[src/rtl/ex_issue_ctrl_pkg.sv]
// rtl/ex_issue_ctrl_pkg.sv - shared encodings and types for the EX issue controller
//   ALU_OP_*  : aluCtrlOp encodings carried through ID/EX
//   state_t   : issue FSM states (run / load-use bubble / wrong-path flush)
//   ex_ctrl_t : ALU control fields held in the ID/EX register
package ex_issue_ctrl_pkg;

  localparam logic [1:0] ALU_OP_LDST   = 2'b00;
  localparam logic [1:0] ALU_OP_ALU    = 2'b01;
  localparam logic [1:0] ALU_OP_BRANCH = 2'b10;

  typedef enum logic [1:0] {
    ST_RUN   = 2'd0,
    ST_STALL = 2'd1,
    ST_FLUSH = 2'd2
  } state_t;

  typedef struct packed {
    logic [2:0] funct3;
    logic [6:0] funct7;
    logic [1:0] alu_ctrl_op;
    logic       itype;
    logic       mem_read;
    logic       reg_write;
  } ex_ctrl_t;

endpackage

[src/rtl/ex_issue_ctrl_hazard_detect.sv]
// rtl/ex_issue_ctrl_hazard_detect.sv - combinational load-use hazard compare
//   ex_valid, ex_mem_read, ex_reg_write, ex_rd : instruction currently in EX
//   id_valid, id_use_rs1/2, id_rs1/2          : instruction in decode
//   hz                                         : decode reads a register a live load in EX will write
module hazard_detect
  import ex_issue_ctrl_pkg::*;
#(
  parameter int REG_ADDR_W = 5
) (
  input  logic                  ex_valid,
  input  logic                  ex_mem_read,
  input  logic                  ex_reg_write,
  input  logic [REG_ADDR_W-1:0] ex_rd,
  input  logic                  id_valid,
  input  logic                  id_use_rs1,
  input  logic                  id_use_rs2,
  input  logic [REG_ADDR_W-1:0] id_rs1,
  input  logic [REG_ADDR_W-1:0] id_rs2,
  output logic                  hz
);

  logic load_in_ex;
  logic rs_match;

  // x0 is hardwired, so a load targeting it can never create a dependency.
  assign load_in_ex = ex_valid & ex_mem_read & ex_reg_write & (ex_rd != '0);
  assign rs_match   = (id_use_rs1 & (id_rs1 == ex_rd)) | (id_use_rs2 & (id_rs2 == ex_rd));
  assign hz         = load_in_ex & id_valid & rs_match;

endmodule

[src/rtl/ex_issue_ctrl.sv]
// rtl/ex_issue_ctrl.sv - decode-to-EX issue controller with load-use bubble and branch flush
//   clk, rst                    : clock, asynchronous active-high reset
//   id_*                        : decode instruction, id_ready accepts it
//   ex_*                        : registered ID/EX copy, ex_valid marks a live instruction
//   ex_branch_taken, mem_busy   : EX branch resolution, downstream memory stall
//   if_flush, id_flush          : one-cycle kill pulses on a taken branch
//   stall_cnt                   : saturating count of cycles with id_valid & !id_ready
module ex_issue_ctrl
  import ex_issue_ctrl_pkg::*;
#(
  parameter int REG_ADDR_W   = 5,
  parameter int FLUSH_CYCLES = 1,
  parameter int CNT_W        = 16
) (
  input  logic                  clk,
  input  logic                  rst,
  input  logic                  id_valid,
  output logic                  id_ready,
  input  logic [REG_ADDR_W-1:0] id_rs1,
  input  logic [REG_ADDR_W-1:0] id_rs2,
  input  logic                  id_use_rs1,
  input  logic                  id_use_rs2,
  input  logic [2:0]            id_funct3,
  input  logic [6:0]            id_funct7,
  input  logic [1:0]            id_alu_ctrl_op,
  input  logic                  id_itype,
  input  logic                  id_mem_read,
  input  logic [REG_ADDR_W-1:0] id_rd,
  input  logic                  id_reg_write,
  output logic                  ex_valid,
  output logic [2:0]            ex_funct3,
  output logic [6:0]            ex_funct7,
  output logic [1:0]            ex_alu_ctrl_op,
  output logic                  ex_itype,
  output logic                  ex_mem_read,
  output logic [REG_ADDR_W-1:0] ex_rd,
  output logic                  ex_reg_write,
  input  logic                  ex_branch_taken,
  input  logic                  mem_busy,
  output logic                  if_flush,
  output logic                  id_flush,
  output logic [CNT_W-1:0]      stall_cnt
);

  localparam int              FC_W    = (FLUSH_CYCLES > 1) ? $clog2(FLUSH_CYCLES) : 1;
  localparam logic [FC_W-1:0] FC_LOAD = FC_W'(FLUSH_CYCLES - 1);

  state_t                state;
  state_t                state_nxt;
  logic [FC_W-1:0]       flush_cnt;
  ex_ctrl_t              ex_q;
  logic [REG_ADDR_W-1:0] ex_rd_q;
  logic                  ex_valid_q;
  logic [CNT_W-1:0]      stall_q;
  logic                  hz;
  logic                  tk;
  logic                  issue;  // load ID/EX from decode
  logic                  drain;  // empty EX, keep the old fields

  hazard_detect #(
    .REG_ADDR_W(REG_ADDR_W)
  ) u_hazard (
    .ex_valid    (ex_valid_q),
    .ex_mem_read (ex_q.mem_read),
    .ex_reg_write(ex_q.reg_write),
    .ex_rd       (ex_rd_q),
    .id_valid    (id_valid),
    .id_use_rs1  (id_use_rs1),
    .id_use_rs2  (id_use_rs2),
    .id_rs1      (id_rs1),
    .id_rs2      (id_rs2),
    .hz          (hz)
  );

  // A taken branch is only acted on when the stage is not frozen.
  assign tk = ex_valid_q & ex_branch_taken & ~mem_busy;

  always_ff @(posedge clk or posedge rst) begin
    if (rst) begin
      state <= ST_RUN;
    end else begin
      state <= state_nxt;
    end
  end

  always_comb begin
    state_nxt = state;
    if (!mem_busy) begin
      case (state)
        ST_RUN: begin
          if (tk) begin
            state_nxt = ST_FLUSH;
          end else if (hz) begin
            state_nxt = ST_STALL;
          end
        end
        ST_STALL: state_nxt = ST_RUN;
        ST_FLUSH: begin
          if (flush_cnt == '0) begin
            state_nxt = ST_RUN;
          end
        end
        default:  state_nxt = ST_RUN;
      endcase
    end
  end

  always_comb begin
    id_ready = 1'b0;
    if_flush = 1'b0;
    id_flush = 1'b0;
    issue    = 1'b0;
    drain    = 1'b0;
    if (!mem_busy) begin
      case (state)
        ST_RUN: begin
          if (tk) begin
            // Wrong-path decode instruction is consumed and discarded.
            if_flush = 1'b1;
            id_flush = 1'b1;
            id_ready = 1'b1;
            drain    = 1'b1;
          end else if (hz) begin
            drain = 1'b1;
          end else begin
            id_ready = 1'b1;
            issue    = 1'b1;
          end
        end
        // The bubble already cleared ex_valid, so no hazard or branch can be pending.
        ST_STALL: begin
          id_ready = 1'b1;
          issue    = 1'b1;
        end
        ST_FLUSH: begin
          id_ready = 1'b1;
          drain    = 1'b1;
        end
        default: ;
      endcase
    end
  end

  always_ff @(posedge clk or posedge rst) begin
    if (rst) begin
      ex_valid_q <= 1'b0;
      ex_q       <= '0;
      ex_rd_q    <= '0;
    end else if (issue) begin
      ex_valid_q       <= id_valid;
      ex_q.funct3      <= id_funct3;
      ex_q.funct7      <= id_funct7;
      ex_q.alu_ctrl_op <= id_alu_ctrl_op;
      ex_q.itype       <= id_itype;
      ex_q.mem_read    <= id_mem_read;
      ex_q.reg_write   <= id_reg_write;
      ex_rd_q          <= id_rd;
    end else if (drain) begin
      ex_valid_q <= 1'b0;
    end
  end

  // Loaded on branch entry and counted down inside FLUSH; frozen by mem_busy.
  always_ff @(posedge clk or posedge rst) begin
    if (rst) begin
      flush_cnt <= '0;
    end else if (!mem_busy) begin
      if (state == ST_RUN && tk) begin
        flush_cnt <= FC_LOAD;
      end else if (state == ST_FLUSH && flush_cnt != '0) begin
        flush_cnt <= flush_cnt - FC_W'(1);
      end
    end
  end

  always_ff @(posedge clk or posedge rst) begin
    if (rst) begin
      stall_q <= '0;
    end else if (id_valid && !id_ready && stall_q != {CNT_W{1'b1}}) begin
      stall_q <= stall_q + CNT_W'(1);
    end
  end

  assign ex_valid       = ex_valid_q;
  assign ex_funct3      = ex_q.funct3;
  assign ex_funct7      = ex_q.funct7;
  assign ex_alu_ctrl_op = ex_q.alu_ctrl_op;
  assign ex_itype       = ex_q.itype;
  assign ex_mem_read    = ex_q.mem_read;
  assign ex_rd          = ex_rd_q;
  assign ex_reg_write   = ex_q.reg_write;
  assign stall_cnt      = stall_q;

endmodule

[config.mk]
export PLATFORM = sky130hd
export DESIGN_NAME = ex_issue_ctrl
export DESIGN_NICKNAME = d
export VERILOG_FILES = /design/src/rtl/ex_issue_ctrl_pkg.sv /design/src/rtl/ex_issue_ctrl_hazard_detect.sv /design/src/rtl/ex_issue_ctrl.sv
export SDC_FILE = /design/constraint.sdc
export NUM_CORES = 1
export LEC_CHECK = 0
export CORE_MARGIN = 5
export CORE_UTILIZATION = 47
export DETAILED_ROUTE_END_ITERATION = 7
export PLACE_DENSITY = 0.92
export SLEW_MARGIN = 30
export SYNTH_ARGS = -nofsm -noshare
export SYNTH_HDL_FRONTEND = slang
export SYNTH_SLANG_ARGS = --single-unit
[constraint.sdc]
create_clock -name clk -period 5.5 [get_ports clk]
set_clock_uncertainty 0.1 [all_clocks]
set_input_delay 0.825 -clock clk [delete_from_list [all_inputs] [get_ports clk]]
set_output_delay 0.825 -clock clk [all_outputs]
set_load 0.01 [all_outputs]
==> metrics, run 1 <==
outcome=finished, final reports clean; register area share after synthesis=51.3%; Clk pwr share=16.4%; setup TNS after final layout=0 ps; first-pass detailed-route iteration total=4; Reg clk slew, reported paths=70 ps; Comb power frac=41.9%; final hold vios=0; crit path capture type=output port; Yosys cell types=27; period utilization=66.4%; Bufs on Longest Clock Path=2; Syn. warnings=0; min setup slack post-route=1850 ps; Worst Path Required=4580 ps; share of layout cells above drive strength 1=12.9%; Worst setup SP type=input port; Placer Congestion=0.837; Least-Margin Pin Slew=676 ps; #FFs+latches synth=40; CP Cell Sequence=clkdlybuf4s50_1 > xnor2_1 > nand4_1 > o22ai_1 > and2_1 > a21oi_1 > clkdlybuf4s50_1; PortBufs=76; Hold-fix buffers, CTS=0; clock net sink count=40; Max Slew Vio Count=0; die area=0.00554 mm2; CTS Buf Count=5; initial DRC count=38; Post-Syn Area=0.00195 mm2; RSZ-0062 raised after global routing=no; DP HPWL=3430 um; postcts setup bufs=0; CP Class=in -> out; Power, Total=1160 uW; post-cts resize count=0; Sw Ratio=33.9%; Post-DP Area=0.00275 mm2; min Tclk post-route=3650 ps; PD cells=407 mW/mm2; Worst-Skew Late Latency=290 ps; average wire per cell in the routed design=15.1 um; VDD IR max=278 uV; starting density of the core=48.7%; Overflow after GRT=0; post-synthesis net count=210; crit-path most repeated cell=clkdlybuf4s50_1; leak pwr=0.00115 uW; arrival time of the worst setup path=2730 ps; die width=74.4 um; largest net degree at the start of global routing=41; CTS tree=done; Sw Pwr=392 uW; fin area=0.00284 mm2; vias=1555; initial antenna violation count=0; max cap viols=0; hold crit path type=reg -> reg; Total Routing Usage GR=17.0%; worst-path fanout max=4; number of vias per cell=5.22; P_int=765 uW; first-pass GRT wire length=7090 um; Slew HR=54.8%; endpoints failing setup=0; n_diodes=0; syn_area_per_cell=11.6 um2; Filler Cells Inserted=307; CP max stage cell=clkdlybuf4s50_1; Mapped Cells=168; DRC=0; DP Worst Slack=1820 ps; P&R area growth vs syn=45.6%; Detail Route Antenna Nets=0; Fmax=274 MHz; Seq pwr share=41.7%; vias in the first global route=1573; Root Driver=clkbuf_8; Die Y=74.4 um; total core area=0.00400 mm2; Final nets=289; slowest cell delay on critical path=490 ps; row count=23; total I/O pin count=77; total wire length=4500 um; htree depth=2
-- through the flow --
stage                     util (%)  hold WS, ps  std cells
final                         71.0          404        298
after global routing          71.0          420        298
after CTS                     71.0          398        298
after detailed placement      68.8          378        290
after global placement        68.7          377        290
after floorplan                  -          354        168
-- registers in the layout, indices dropped and copies added (netlist names) --
| register | cells |
|---|---|
| ex_mem_read | 1 |
| ex_reg_write | 1 |
| ex_valid | 1 |
| stall_cnt | 16 |
| ex_funct7 | 7 |
| ex_funct3 | 3 |
| ex_rd | 5 |
| state | 2 |
| ex_alu_ctrl_op | 2 |
| flush_cnt | 1 |
| ex_itype | 1 |
-- synth_stat cells --
library cell   n  area (um2)
ha_1           5        62.6
buf_6          1        11.3
mux2_2        22         248
nand3_1        6        30.0
xor2_1        12         105
o21ai_1        1        5.00
and2_1         2        12.5
o22ai_1        1        6.26
nor3_1         8        40.0
inv_1          7        26.3
nor3b_1        1        7.51
clkbuf_1       1        3.75
nor4_1         5        31.3
or3_1          1        6.26
mux2_1         1        11.3
dfrtp_1       40        1000
nand2_1        8        30.0
a21oi_4        1        16.3
buf_4          3        22.5
and3b_1        1        8.76
a31oi_1        1        6.26
nor2_1         7        26.3
and4b_4        1        13.8
a21oi_1        7        35.0
xnor2_1       13         114
nand4_1        7        43.8
o21ai_0        5        25.0
-- placed cells by master, fill, tap and decap left out, types with 6 or more instances in the layout --
cell type         n
nor3_1            8
nor2_1            7
dfrtp_1          40
inv_1             7
mux2_2           22
xnor2_1          13
xor2_1           12
clkdlybuf4s50_1  76
nand4_1           7
nand3_1           6
nand2_1           8
a21oi_1           7
-- cell families after synthesis --
| logic type | count (synthesis) | share of synthesized area (%) |
|---|---|---|
| flops | 40 | 51.3 |
| simple gates | 47 | 12.8 |
| fa+ha+maj | 5 | 3.21 |
| xor+xnor | 25 | 11.2 |
| mux | 23 | 13.3 |
| buf+inv | 12 | 3.27 |
| compound gates | 16 | 4.81 |
-- layout make-up --
class	count	area (um2)	area share, %
timing repair buffer	77	768	27.1
tap	50	62.6	2.20
sequential	40	1000	35.3
multi-input combinational	116	896	31.6
inverter	7	26.3	0.926
clock inverter	1	8.76	0.309
clock buffer	7	76.3	2.69
-- power by group through the flow --
stage,registers (uW),clock network (uW),logic [uW]
2_1_floorplan,510,0,208
3_3_place_gp,482,0,478
3_5_place_dp,487,0,490
4_1_cts,482,196,493
5_1_grt,499,208,525
6_report,483,190,484
-- final timing paths --
kind / start / end / slack [ps] / depth (start not counted)
worst max-delay path: id_rs1[2] / id_ready / 1850 / 7
worst max register to register: ex_rd[2]$_DFFE_PP0P_ / ex_funct7[1]$_DFFE_PP0P_ / 3030 / 6
worst min-delay path: flush_cnt$_DFFE_PP0P_ / flush_cnt$_DFFE_PP0P_ / 400 / 1
min in group asynchronous: rst / ex_funct7[2]$_DFFE_PP0P_ / 870 / 3
worst min register to register: flush_cnt$_DFFE_PP0P_ / flush_cnt$_DFFE_PP0P_ / 400 / 1
max in group asynchronous: rst / ex_valid$_DFFE_PP0P_ / 4080 / 3
-- critical path: cells and delay by family --
kind	cells	cell delay (ps)
AOI/OAI and AO/OA	2	460
and+or+nand+nor	2	350
xor gates and xnor gates	1	130
buffers and inverters	2	970
-- layer usage --
metal / part of all wire, % / global-route usage [%] / vias to the layer above
met4: 1.3 / 5.73 / 0
met5: 0 / 0 / -
met1: 41 / 20.5 / 752
met2: 49 / 28.1 / 54
li1: - / - / 743
met3: 9.3 / 6.08 / 6
Note: power is estimated with default switching activity, not from simulation.
==> run 2: changes to the inputs <==
--- a/config.mk
+++ b/config.mk
@@ -6,9 +6,9 @@
 export NUM_CORES = 1
 export LEC_CHECK = 0
 export CORE_MARGIN = 5
-export CORE_UTILIZATION = 47
+export CORE_UTILIZATION = 39
 export DETAILED_ROUTE_END_ITERATION = 7
-export PLACE_DENSITY = 0.92
+export PLACE_DENSITY = 0.82
 export SLEW_MARGIN = 30
 export SYNTH_ARGS = -nofsm -noshare
 export SYNTH_HDL_FRONTEND = slang
==> constraint.sdc (replaced) <==
create_clock -name clk -period 3.01 [get_ports clk]
set_clock_uncertainty 0.1 [all_clocks]
set_input_delay 0.4515 -clock clk [delete_from_list [all_inputs] [get_ports clk]]
set_output_delay 0.4515 -clock clk [all_outputs]
set_load 0.01 [all_outputs]
==> metrics, run 2 (synthesis gave the netlist of run 1 again) <==
outcome=finished, final reports clean (unchanged); Power, Total=2110 uW (was 1160 uW); arrival time of the worst setup path=2190 ps (was 2730 ps); Filler Cells Inserted=400 (was 307); Least-Margin Pin Slew=500 ps (was 676 ps); postcts setup bufs=0 (unchanged); average wire per cell in the routed design=14.5 um (was 15.1 um); Post-DP Area=0.00279 mm2 (was 0.00275 mm2); setup TNS after final layout=0 ps (unchanged); worst-path fanout max=4 (unchanged); Worst path depth=7 (unchanged); period utilization=91.0%; M1 GR Usage=18.4% (was 20.5%); n_diodes=0 (unchanged); family with the most delay on the worst path=buffers and inverters (unchanged); Worst-Skew Late Latency=280 ps (was 290 ps); Hold-fix buffers, CTS=0 (unchanged); Final Hold Slack=386 ps (was 404 ps); final hold vios=0 (unchanged); WP buf/inv=2 (unchanged); Reg clk slew, reported paths=70 ps (about the same); Max Slew Vio Count=0 (unchanged); number of vias per cell=4.97 (was 5.22); P&R area growth vs syn=47.1% (was 45.6%); initial antenna violation count=0 (unchanged); max cap viols=0 (unchanged); starting density of the core=40.7% (was 48.7%); Hold Crit Depth=1 (unchanged); PD cells=736 mW/mm2 (was 407 mW/mm2); CP Cell Sequence=clkdlybuf4s50_1 > xnor2_1 > nand4_1 > o22ai_1 > and2_1 > a21oi_1 > clkdlybuf4s50_1 (unchanged); crit-path most repeated cell=clkdlybuf4s50_1 (unchanged); vias in the first global route=1605 (was 1573); CTS Buf Count=5 (unchanged); leading cell type in the layout, fill and taps excluded=clkdlybuf4s50_1 (unchanged); min Tclk post-route=2740 ps; htree depth=2 (unchanged); Fmax=365 MHz; share of layout cells above drive strength 1=14.0% (was 12.9%); grt met2 use=24.8% (was 28.1%); RSZ-0062 raised after global routing=no (unchanged); hold crit path type=reg -> reg (unchanged); row count=25 (was 23); total I/O pin count=77 (unchanged); GR peak layer=met2 (unchanged); DP HPWL=3510 um (was 3430 um); register area=0.00100 mm2 (unchanged); fin area=0.00287 mm2 (was 0.00284 mm2); Root Driver=clkbuf_8 (unchanged); CP Class=in -> out (unchanged); Worst Path Required=2460 ps (was 4580 ps); Multi-input gate area=888 um2 (was 896 um2); Total Routing Usage GR=14.6% (was 17.0%); Placer Congestion=0.816 (was 0.837); leak pwr=0.00116 uW (was 0.00115 uW); RR Startpoint=stall_cnt[0]$_DFFE_PP0P_ (was ex_rd[2]$_DFFE_PP0P_); total core area=0.00479 mm2 (was 0.00400 mm2); r2r endpoint=stall_cnt[1]$_DFFE_PP0P_ (was ex_funct7[1]$_DFFE_PP0P_); VDD IR max=398 uV (was 278 uV); Slew HR=66.7% (was 54.8%); vias=1574 (was 1555); die area=0.00651 mm2 (was 0.00554 mm2); total wire length=4600 um (was 4500 um); met3 usage=4.04% (was 6.08%); Reg2Reg Depth=6 (unchanged); Bufs on Longest Clock Path=2 (unchanged); CTS tree=done (unchanged); Detail Route Antenna Nets=0 (unchanged); R2R Setup Slk=610 ps (was 3030 ps); clock net sink count=40 (unchanged); Worst setup SP type=input port (unchanged); Final nets=292 (was 289); CP max stage cell=clkdlybuf4s50_1 (unchanged); initial DRC count=75 (was 38); Worst setup endpoint=id_ready (unchanged); Overflow after GRT=0 (unchanged); endpoints failing setup=0 (unchanged); die width=80.7 um (was 74.4 um); Die Y=80.7 um (was 74.4 um); CP startpoint=id_rs1[4] (was id_rs1[2]); crit path capture type=output port (unchanged); slowest cell delay on critical path=490 ps (about the same); first-pass GRT wire length=7420 um (was 7090 um); PortBufs=76 (unchanged); largest net degree at the start of global routing=41 (unchanged); DRC=0 (unchanged); max reg flops=16 (unchanged); post-cts resize count=0 (unchanged); most frequent cells in the layout=clkdlybuf4s50_1 (76), dfrtp_1 (40), mux2_2 (22) (unchanged); first-pass detailed-route iteration total=4 (unchanged)
run 2: cell types whose count changed in the layout (fill, tap and decap cells not counted):
| cell | before | now |
|---|---|---|
| buf_4 | 1 | 4 |
| clkbuf_1 | 2 | 1 |
| clkinv_2 | 0 | 1 |
| clkinv_4 | 1 | 0 |
| o21ai_2 | 0 | 1 |
| o21ai_4 | 1 | 0 |
run 2: where the power goes:
| part | leakage, uW | total (uW) | switching [uW] | internal, uW |
|---|---|---|---|---|
| sequential | 0.000473 | 889 | 187 | 702 |
| combinational | 0.000644 | 897 | 359 | 538 |
| clock | 0.0000410 | 325 | 168 | 158 |
run 2: worst min-delay path by stage:
stage,end,startpoint
6_report,flush_cnt$_DFFE_PP0P_,flush_cnt$_DFFE_PP0P_
4_1_cts,flush_cnt$_DFFE_PP0P_,flush_cnt$_DFFE_PP0P_
3_3_place_gp,flush_cnt$_DFFE_PP0P_,flush_cnt$_DFFE_PP0P_
5_1_grt,flush_cnt$_DFFE_PP0P_,flush_cnt$_DFFE_PP0P_
3_5_place_dp,flush_cnt$_DFFE_PP0P_,flush_cnt$_DFFE_PP0P_
2_1_floorplan,flush_cnt$_DFFE_PP0P_,flush_cnt$_DFFE_PP0P_
run 2: final cells by class:
class,instances,share of cell area [%]
clock buffers,6,2.53
well taps,67,2.92
inverters,7,0.916
clock inverters,1,0.175
multi-input cells,116,31.0
flip-flops and latches,40,34.9
repair buffers,80,27.6
run 2: metal layers:
layer	up-vias	routed length, um
li1	750	-
met1	755	2000
met2	64	2230
met3	5	334
met4	0	27
met5	-	0
run 2: worst reg2reg max path, cell delays in order (launching register included):
cell	delay (ps)
dfrtp_1	430
ha_1	270
nand4_1	110
nor4_1	350
and4b_4	270
a21oi_4	390
mux2_1	360
run 2: metrics by stage:
step / setup slack (ps) / std cells / utilization [%]
after floorplan: 853 / 168 / -
after global placement: 280 / 310 / 58.3
after detailed placement: 282 / 310 / 58.3
after CTS: 271 / 317 / 59.9
after global routing: 118 / 317 / 59.9
final: 271 / 317 / 59.9
